**src/rtl/riscv_pkg.sv**
```systemverilog
// Shared opcode constants and hazard-controller state encoding for the 5-stage core.
package riscv_pkg;

    localparam logic [6:0] OP_R   = 7'b0110011;
    localparam logic [6:0] OP_I   = 7'b0010011;
    localparam logic [6:0] OP_LD  = 7'b0000011;
    localparam logic [6:0] OP_SD  = 7'b0100011;
    localparam logic [6:0] OP_BEQ = 7'b1100011;

    localparam int SQ_W = 4;

    typedef enum logic [1:0] {
        ST_RUN   = 2'd0,
        ST_FLUSH = 2'd1
    } hz_state_t;

    function automatic logic uses_rs1(input logic [6:0] op);
        return (op == OP_R) || (op == OP_SD) || (op == OP_BEQ) ||
               (op == OP_I) || (op == OP_LD);
    endfunction

    function automatic logic uses_rs2(input logic [6:0] op);
        return (op == OP_R) || (op == OP_SD) || (op == OP_BEQ);
    endfunction

endpackage

```
**src/rtl/hazard_sat_counter.sv**
```systemverilog
// Saturating up-counter for debug statistics; holds at all-ones instead of wrapping.
module hazard_sat_counter #(
    parameter int W = 16
) (
    input  logic         clk,
    input  logic         rst,
    input  logic         i_inc,
    output logic [W-1:0] o_count
);

    localparam logic [W-1:0] ONE = {{(W-1){1'b0}}, 1'b1};

    logic [W-1:0] r_count;

    always_ff @(posedge clk or posedge rst) begin
        if (rst)
            r_count <= '0;
        else if (i_inc && (r_count != '1))
            r_count <= r_count + ONE;
    end

    assign o_count = r_count;

endmodule

```
**src/rtl/hazard_ctrl.sv**
```systemverilog
// Pipeline hazard controller: load-use stalls, taken-branch squash window and
// data-memory freezes, with saturating stall/flush debug counters.
module hazard_ctrl
    import riscv_pkg::*;
#(
    parameter int FLUSH_CYCLES = 1,
    parameter int CNT_W        = 16
) (
    input  logic             clk,
    input  logic             rst,
    input  logic [6:0]       if_id_ctrl,
    input  logic [4:0]       if_id_rs1,
    input  logic [4:0]       if_id_rs2,
    input  logic             id_ex_mem_read,
    input  logic [4:0]       id_ex_rd,
    input  logic             branch_taken,
    input  logic             mem_busy,
    output logic             pc_write,
    output logic             if_id_write,
    output logic             if_id_flush,
    output logic             id_ex_bubble,
    output logic             pipe_hold,
    output logic [1:0]       state_o,
    output logic [CNT_W-1:0] stall_cnt,
    output logic [CNT_W-1:0] flush_cnt
);

    // Squash counter holds the number of FLUSH cycles still to come after this one.
    localparam logic [SQ_W-1:0] SQ_RELOAD = (FLUSH_CYCLES > 0) ? SQ_W'(FLUSH_CYCLES - 1) : '0;
    localparam logic [SQ_W-1:0] SQ_ONE    = {{(SQ_W-1){1'b0}}, 1'b1};
    localparam logic            SQ_ENTER  = (FLUSH_CYCLES > 0);

    hz_state_t       r_state;
    hz_state_t       w_state_nxt;
    logic [SQ_W-1:0] r_sq;
    logic [SQ_W-1:0] w_sq_nxt;
    logic            w_load_use;
    logic            w_rs1_hit;
    logic            w_rs2_hit;
    logic            w_stall_inc;
    logic            w_flush_inc;

    assign w_rs1_hit  = uses_rs1(if_id_ctrl) && (id_ex_rd == if_id_rs1);
    assign w_rs2_hit  = uses_rs2(if_id_ctrl) && (id_ex_rd == if_id_rs2);
    assign w_load_use = id_ex_mem_read && (id_ex_rd != 5'd0) && (w_rs1_hit || w_rs2_hit);

    always_ff @(posedge clk or posedge rst) begin
        if (rst) begin
            r_state <= ST_RUN;
            r_sq    <= '0;
        end else begin
            r_state <= w_state_nxt;
            r_sq    <= w_sq_nxt;
        end
    end

    always_comb begin
        w_state_nxt = r_state;
        w_sq_nxt    = r_sq;
        if (!mem_busy) begin
            case (r_state)
                ST_RUN: begin
                    if (branch_taken && SQ_ENTER) begin
                        w_state_nxt = ST_FLUSH;
                        w_sq_nxt    = SQ_RELOAD;
                    end
                end
                ST_FLUSH: begin
                    if (branch_taken) begin
                        w_sq_nxt = SQ_RELOAD;
                    end else if (r_sq == '0) begin
                        w_state_nxt = ST_RUN;
                    end else begin
                        w_sq_nxt = r_sq - SQ_ONE;
                    end
                end
                default: begin
                    w_state_nxt = ST_RUN;
                    w_sq_nxt    = '0;
                end
            endcase
        end
    end

    always_comb begin
        pc_write     = 1'b1;
        if_id_write  = 1'b1;
        if_id_flush  = 1'b0;
        id_ex_bubble = 1'b0;
        pipe_hold    = 1'b0;
        w_stall_inc  = 1'b0;
        w_flush_inc  = 1'b0;
        if (rst) begin
            pc_write    = 1'b1;
            if_id_write = 1'b1;
        end else if (mem_busy) begin
            // EX is frozen, so any branch or load-use is re-presented next cycle.
            pc_write    = 1'b0;
            if_id_write = 1'b0;
            pipe_hold   = 1'b1;
            w_stall_inc = 1'b1;
        end else begin
            case (r_state)
                ST_RUN: begin
                    if (branch_taken) begin
                        if_id_flush  = 1'b1;
                        id_ex_bubble = 1'b1;
                        w_flush_inc  = 1'b1;
                    end else if (w_load_use) begin
                        pc_write     = 1'b0;
                        if_id_write  = 1'b0;
                        id_ex_bubble = 1'b1;
                        w_stall_inc  = 1'b1;
                    end
                end
                ST_FLUSH: begin
                    if_id_flush  = 1'b1;
                    id_ex_bubble = 1'b1;
                    w_flush_inc  = branch_taken;
                end
                default: begin
                    if_id_flush  = 1'b1;
                    id_ex_bubble = 1'b1;
                end
            endcase
        end
    end

    assign state_o = r_state;

    hazard_sat_counter #(.W(CNT_W)) u_stall_cnt (
        .clk     (clk),
        .rst     (rst),
        .i_inc   (w_stall_inc),
        .o_count (stall_cnt)
    );

    hazard_sat_counter #(.W(CNT_W)) u_flush_cnt (
        .clk     (clk),
        .rst     (rst),
        .i_inc   (w_flush_inc),
        .o_count (flush_cnt)
    );

endmodule

```
**config.mk**
```make
export PLATFORM = sky130hd
export DESIGN_NAME = hazard_ctrl
export DESIGN_NICKNAME = d
export VERILOG_FILES = /design/src/rtl/riscv_pkg.sv /design/src/rtl/hazard_sat_counter.sv /design/src/rtl/hazard_ctrl.sv
export SDC_FILE = /design/constraint.sdc
export NUM_CORES = 1
export LEC_CHECK = 0
export CAP_MARGIN = 20
export CELL_PAD_IN_SITES_DETAIL_PLACEMENT = 0
export CELL_PAD_IN_SITES_GLOBAL_PLACEMENT = 1
export CORE_MARGIN = 3
export CORE_UTILIZATION = 34
export DETAILED_ROUTE_END_ITERATION = 12
export PLACE_DENSITY = 0.78
export SLEW_MARGIN = 30
export SYNTH_ARGS = -nofsm -noshare
export SYNTH_HDL_FRONTEND = slang
export SYNTH_SLANG_ARGS = --single-unit
```
**constraint.sdc**
```tcl
create_clock -name clk -period 2.04 [get_ports clk]
set_input_delay 0.204 -clock clk [delete_from_list [all_inputs] [get_ports clk]]
set_output_delay 0.204 -clock clk [all_outputs]
set_load 0.02 [all_outputs]
```
**Word-level counts from Yosys, hierarchy flattened**

Index checks and enable logic that the tools add are counted.

- Reductions and logical operators: 16
- Multiplexer cells: 31
- Equal/unequal tests: 14
- Magnitude comparators: 0
- Add/sub/neg operators: 3
- Bitwise gates (word level): 1
- Shifts and indexed selects: 0
- Divide/modulo/power cells: 0
- Multiply operators: 0

Operators with widths:

| kind | number |
|---|---|
| 16-bit by 1-bit adder with 16-bit output (second input constant) | 2 |
| 16-bit != test (second input constant) | 2 |
| 1-bit 2-to-1 mux | 22 |
| 7-bit by 6-bit equality test with 1-bit output (second input constant) | 2 |
| 4-bit 2-to-1 mux | 3 |
| 5-bit equality test | 2 |
| 4-bit case mux with 2 select lines | 1 |
| 7-bit by 2-bit equality test with 1-bit output (second input constant) | 1 |
| 7-bit by 5-bit equality test with 1-bit output (second input constant) | 1 |
| 7-bit equality test (second input constant) | 1 |
| 1-bit logical AND | 6 |
| 2-bit 2-to-1 mux | 3 |
| 2-bit != test (second input constant) | 3 |
| 1-bit logical OR | 5 |
| 5-bit nonzero test | 1 |
| 4-bit zero test | 1 |
| 2-bit case mux with 2 select lines | 1 |
| 4-bit AND reduction | 1 |
| 4-bit by 1-bit subtractor with 4-bit output (second input constant) | 1 |
| 3-bit != test (second input constant) | 1 |
| 3-bit AND reduction | 1 |
| 2-bit by 1-bit equality test with 1-bit output (second input constant) | 1 |
| 2-bit zero test | 1 |
| 1-bit case mux with 2 select lines | 1 |
| 1-bit NOT | 1 |

- Bits in writable memories: 0
- Memory bits (read-only): 0
- Input bits: 27
- Memories kept: 0
- Register bits: 38
- Output and inout port bits: 39
- Word-level logic and storage cells: 69
- Latch bits: 0

**Longest topological paths before layout**

- Depth after elaboration: 14
- Mapped depth: 9

**By module**

Synthesis repeated with hierarchy kept, for this count alone.

- Cell total of the unflattened synthesis: 210
- Area, all modules: 2147.1 µm²

Modules (own cells, without submodules):

| module | area each (µm²) | seq. area each (µm²) | instances | cells an instance |
|---|---|---|---|---|
| hazard_sat_counter | 805.8 | 400.4 | 2 | 71 |
| hazard_ctrl | 535.5 | 125.1 | 1 | 68 |

**Worst setup path before layout**

Ideal clock, no wire load.

- Path type: flip-flop to flip-flop
- Start point: register u_stall_cnt.r_count[0] (netlist: u_stall_cnt.o_count[0])
- End point: register u_stall_cnt.r_count[8] (netlist: u_stall_cnt.o_count[8])
- Setup time: 131 ps
- Required time: 1909 ps
- Period minus slack after synthesis: 2002 ps
- Path slack: 38 ps
- Data arrival time: 1871 ps
- Cell stages (with the launch flop): 10
- Cells stage by stage: dfrtp_1 > ha_1 > and3_1 > buf_6 > and4b_1 > and3b_1 > a21o_4 > buf_6 > nand3_1 > xnor2_1

- Longest elaborated chain between the ends: 2
- Elaborated cells on any way between the ends: 3

Ends and longest elaborated chain:

| item | RTL line | text |
|---|---|---|
| start: declaration | hazard_sat_counter.sv:13 | `logic [W-1:0] r_count;` |
| start signal: assignment | hazard_sat_counter.sv:19 | `r_count <= r_count + ONE;` |
| branches (longest 2 deep; another with 16-bit by 1-bit adder with 16-bit output) | -- |  |

Parallel ways; which one is timed is not known.
A chain may end at the register's enable or synchronous reset.

**Worst setup path in the final report**

- Start point: register u_stall_cnt.r_count[1] (netlist: u_stall_cnt.o_count[1])
- End point: register u_stall_cnt.r_count[1] (netlist: u_stall_cnt.o_count[1])

Same word-level chain as after synthesis.

==> results.py <==
metrics = {
    "synth": {
        "synth_edf_count": 0,
        "post_synth_top_area_share_pct": 45.54,
        "synth.lib_cells_used.distinct": 38,
        "synth-async-reset-ratio_pct": 100.0,
        "ys_warn_count": 0,
        "ys_dominant_reg_cell": "dfrtp_1",
        "synth_top_cells_by_count": "dfrtp_1 (37), xnor2_1 (32), nand2_1 (19)",
        "synth_top_area_cell": "dfrtp_1",
        "synth.ff_latch_count": 37,
        "synth_seq_area_share_pct": 45.54,
        "synthesis.nets": 233,
        "mapped_avg_cell_area_um2": 10.12,
        "post_synth_main_area_contributors": "dfrtp_1 (46%), xnor2_1 (14%), nand2_1 (3.5%), nand3_1 (3.2%), ha_1 (3.1%)",
        "mappedNetlistArea_um2": 2033,
        "synthesis.instances": 201,
        "synthMostInstantiatedCell": "dfrtp_1",
    },
    "clock_network": {
        "cts.sink_count": 37,
        "clk_pin_slew_worst_paths_ps": 70,
        "post-cts-setup-buffer-count": 0,
        "worst_skew_pair.late_latency_ps": 290,
        "clock_tree.buffer_depth": 2,
        "numCtsBuffers": 5,
        "htreeDepth": 2,
        "tritoncts": "done",
        "cts_root_buf": "clkbuf_8",
        "cts.hold.buffers_added": 0,
    },
    "setup_path": {
        "timing.rr.start": "u_stall_cnt.o_count[1]$_DFFE_PP0P_",
        "endpoint_kind": "register",
        "startpoint": "u_stall_cnt.o_count[1]$_DFFE_PP0P_",
        "setup.worst_path.end": "u_stall_cnt.o_count[1]$_DFFE_PP0P_",
        "timing.critical_path.required_ps": 2220,
        "type_of_the_worst_setup_path": "reg2reg",
        "worst-r2r-cell-count": 6,
        "worst-path-max-fanout": 14,
        "r2r_setup_slack_ps": 120,
        "worst-endpoint-arrival_ps": 2090,
        "cp-start-kind": "register",
        "regToRegEndpoint": "u_stall_cnt.o_count[1]$_DFFE_PP0P_",
    },
    "global_route": {
        "grt.total_usage_pct": 14.75,
        "total_grt_overflow": 0,
        "first_global_vias": 1718,
        "first_pass_grt_wire_length_um": 8321,
        "initial_antenna_violation_count": 0,
        "grt_start_max_net_pins": 38,
    },
    "power": {
        "share_seq_of_total_power_pct": 40.5,
        "total_leakage_power_nw": 1.376,
        "internal_power_w": 0.001572,
        "clock_power_share_pct": 21.5,
        "power.density_nw_per_um2": 777.7,
        "total_net_switching_power_w": 0.0007897,
        "netSwitchingFraction_pct": 33.44,
        "comb_power_share_pct": 37.9,
        "vdd.ir_drop.worst_v": 0.0007849,
    },
    "drt": {
        "routed_wirelength_um": 5024,
        "routed_via_density": 4.765,
        "drt-initial-drc-count": 48,
        "detailroute.via_count": 1744,
        "detail-route-antenna-nets": 0,
        "drt_pre_antenna_iters": 4,
        "drc_errors": 0,
        "wl_per_cell_um": 13.73,
    },
    "status": {
        "outcome": "completed",
    },
    "place": {
        "detailed_place_hpwl_um": 3821,
        "port-buffer-count": 64,
        "placed_cell_area_um2": 2929,
        "finalWeightedCongestion": 0.8504,
        "post-place-ws_ps": -332.5,
    },
    "worst_hold_path": {
        "worst_min_delay_path_class": "reg2reg",
        "hold_depth": 1,
    },
    "finish": {
        "n_antenna_cell": 0,
        "final_std_cell_area_no_fill_um2": 3037,
        "nFillCells": 525,
        "final_net_count": 326,
        "post_route_cells_drive_above_1_share_pct": 17.69,
        "multi_input_area_um2": 1042,
        "final-seq-area_um2": 927.1,
        "flow.area_growth_from_synthesis_pct": 49.35,
    },
    "timing": {
        "fin_crit_sh_pct": 93.92,
        "rsz0062_at_grt": "false",
        "finalSetupTns_ps": 0,
        "max_freq_ghz": 0.5219,
        "final_hold_slack_ps": 486.1,
        "fin_crit_ps": 1916,
        "finalHoldViolations": 0,
        "max_transition_viols_final": 0,
        "setup_slack_ps": 123.9,
        "timing.clock.skew_ps": 5.649,
        "final-setup-viol-count": 0,
    },
    "die": {
        "top_level_ports": 66,
        "die-width_um": 83.33,
        "placement_rows": 27,
        "die_y_extent_um": 83.33,
        "core_region_area_um2": 5642,
        "design.die.area_um2": 6944,
        "floorplan.initialDensity_pct": 36.04,
    },
    "run": {
        "drv_cap": 0,
    },
}
worst min path at each step:
stage,start,end
after floorplan,rst,r_sq[0]$_DFFE_PP0P_
after global placement,r_sq[3]$_DFFE_PP0P_,r_sq[3]$_DFFE_PP0P_
after detailed placement,r_sq[3]$_DFFE_PP0P_,r_sq[3]$_DFFE_PP0P_
after CTS,r_sq[3]$_DFFE_PP0P_,r_sq[3]$_DFFE_PP0P_
after global routing,u_flush_cnt.o_count[5]$_DFFE_PP0P_,u_flush_cnt.o_count[5]$_DFFE_PP0P_
final,r_sq[3]$_DFFE_PP0P_,r_sq[3]$_DFFE_PP0P_
routing by layer:
metal  wire length, um  track usage [%]
met5                 0                0
met4                89            5.795
met3               300            4.167
met2              2278            22.59
met1              2356            19.63
metrics by stage:
stage                     std cells  utilization (%)  total power, W
after floorplan                 201                -        0.001410
after global placement          359            51.92        0.001863
after detailed placement        359            51.92        0.001874
after CTS                       366            53.65        0.002397
after global routing            366            53.83        0.002514
final                           366            53.83        0.002361
power by group through the flow:
stage / Combinational (W) / Clock (W) / Sequential, W
global route: 0.000976 / 0.000557 / 0.000980
global placement: 0.000892 / 0 / 0.000971
CTS: 0.000909 / 0.000529 / 0.000959
finish: 0.000895 / 0.000509 / 0.000958
floorplan: 0.000299 / 0 / 0.00111
detailed placement: 0.000905 / 0 / 0.000969
layout by cell type (no fill, tap or decap), types with 2 or more instances in the layout:
cell / instances
mux2_2: 3
o21ai_0: 6
clkbuf_8: 6
and3_2: 2
buf_4: 28
nand4_1: 10
dlymetal6s2s_1: 5
xor2_1: 7
and4_1: 2
inv_1: 10
xnor2_1: 32
dfrtp_1: 36
ha_1: 5
nand3_1: 13
nor3_1: 9
and3_1: 8
a21oi_1: 2
nor2_1: 8
clkbuf_2: 2
clkdlybuf4s50_1: 55
nand2_1: 19
nand2b_1: 2
and4_2: 2
cell type report:
cell class,instances,area share (%)
multi-input combinational,148,34.32
sequential,37,30.53
timing repair buffer,92,28.10
tap,72,2.967
clock buffer,7,2.843
inverter,10,1.236
registers in the layout, summed over array words and instances, names as in the netlist:
register             cells
r_sq                     4
state_o                  1
u_flush_cnt.o_count     16
u_stall_cnt.o_count     16
timing repair:
action	4_1_cts	5_1_grt
setup endpoints to repair	4	4
pin swaps	0	1
gates cloned	0	0
resized for setup	13	9
critical path, cell delays in order, from the launching register on:
cell	delay [ps]
dfrtp_1	400
ha_1	200
and3_1	220
and4b_1	210
and3b_1	220
a21o_4	210
mux2_2	340
kinds of logic (layout without fill, tap and decap cells):
kind of cell | Yosys count | in the layout | synth area share [%]
AOI/OAI and AO/OA | 16 | 16 | 6.093
xor gates and xnor gates | 39 | 39 | 16.80
and+or+nand+nor | 84 | 84 | 22.59
other | 1 | 1 | 0.1844
adders and majority gates | 5 | 5 | 3.077
muxes | 3 | 3 | 1.661
DFF | 37 | 37 | 45.54
buffers and inverters | 16 | 109 | 4.062
Power figures use the tool's default switching activity.
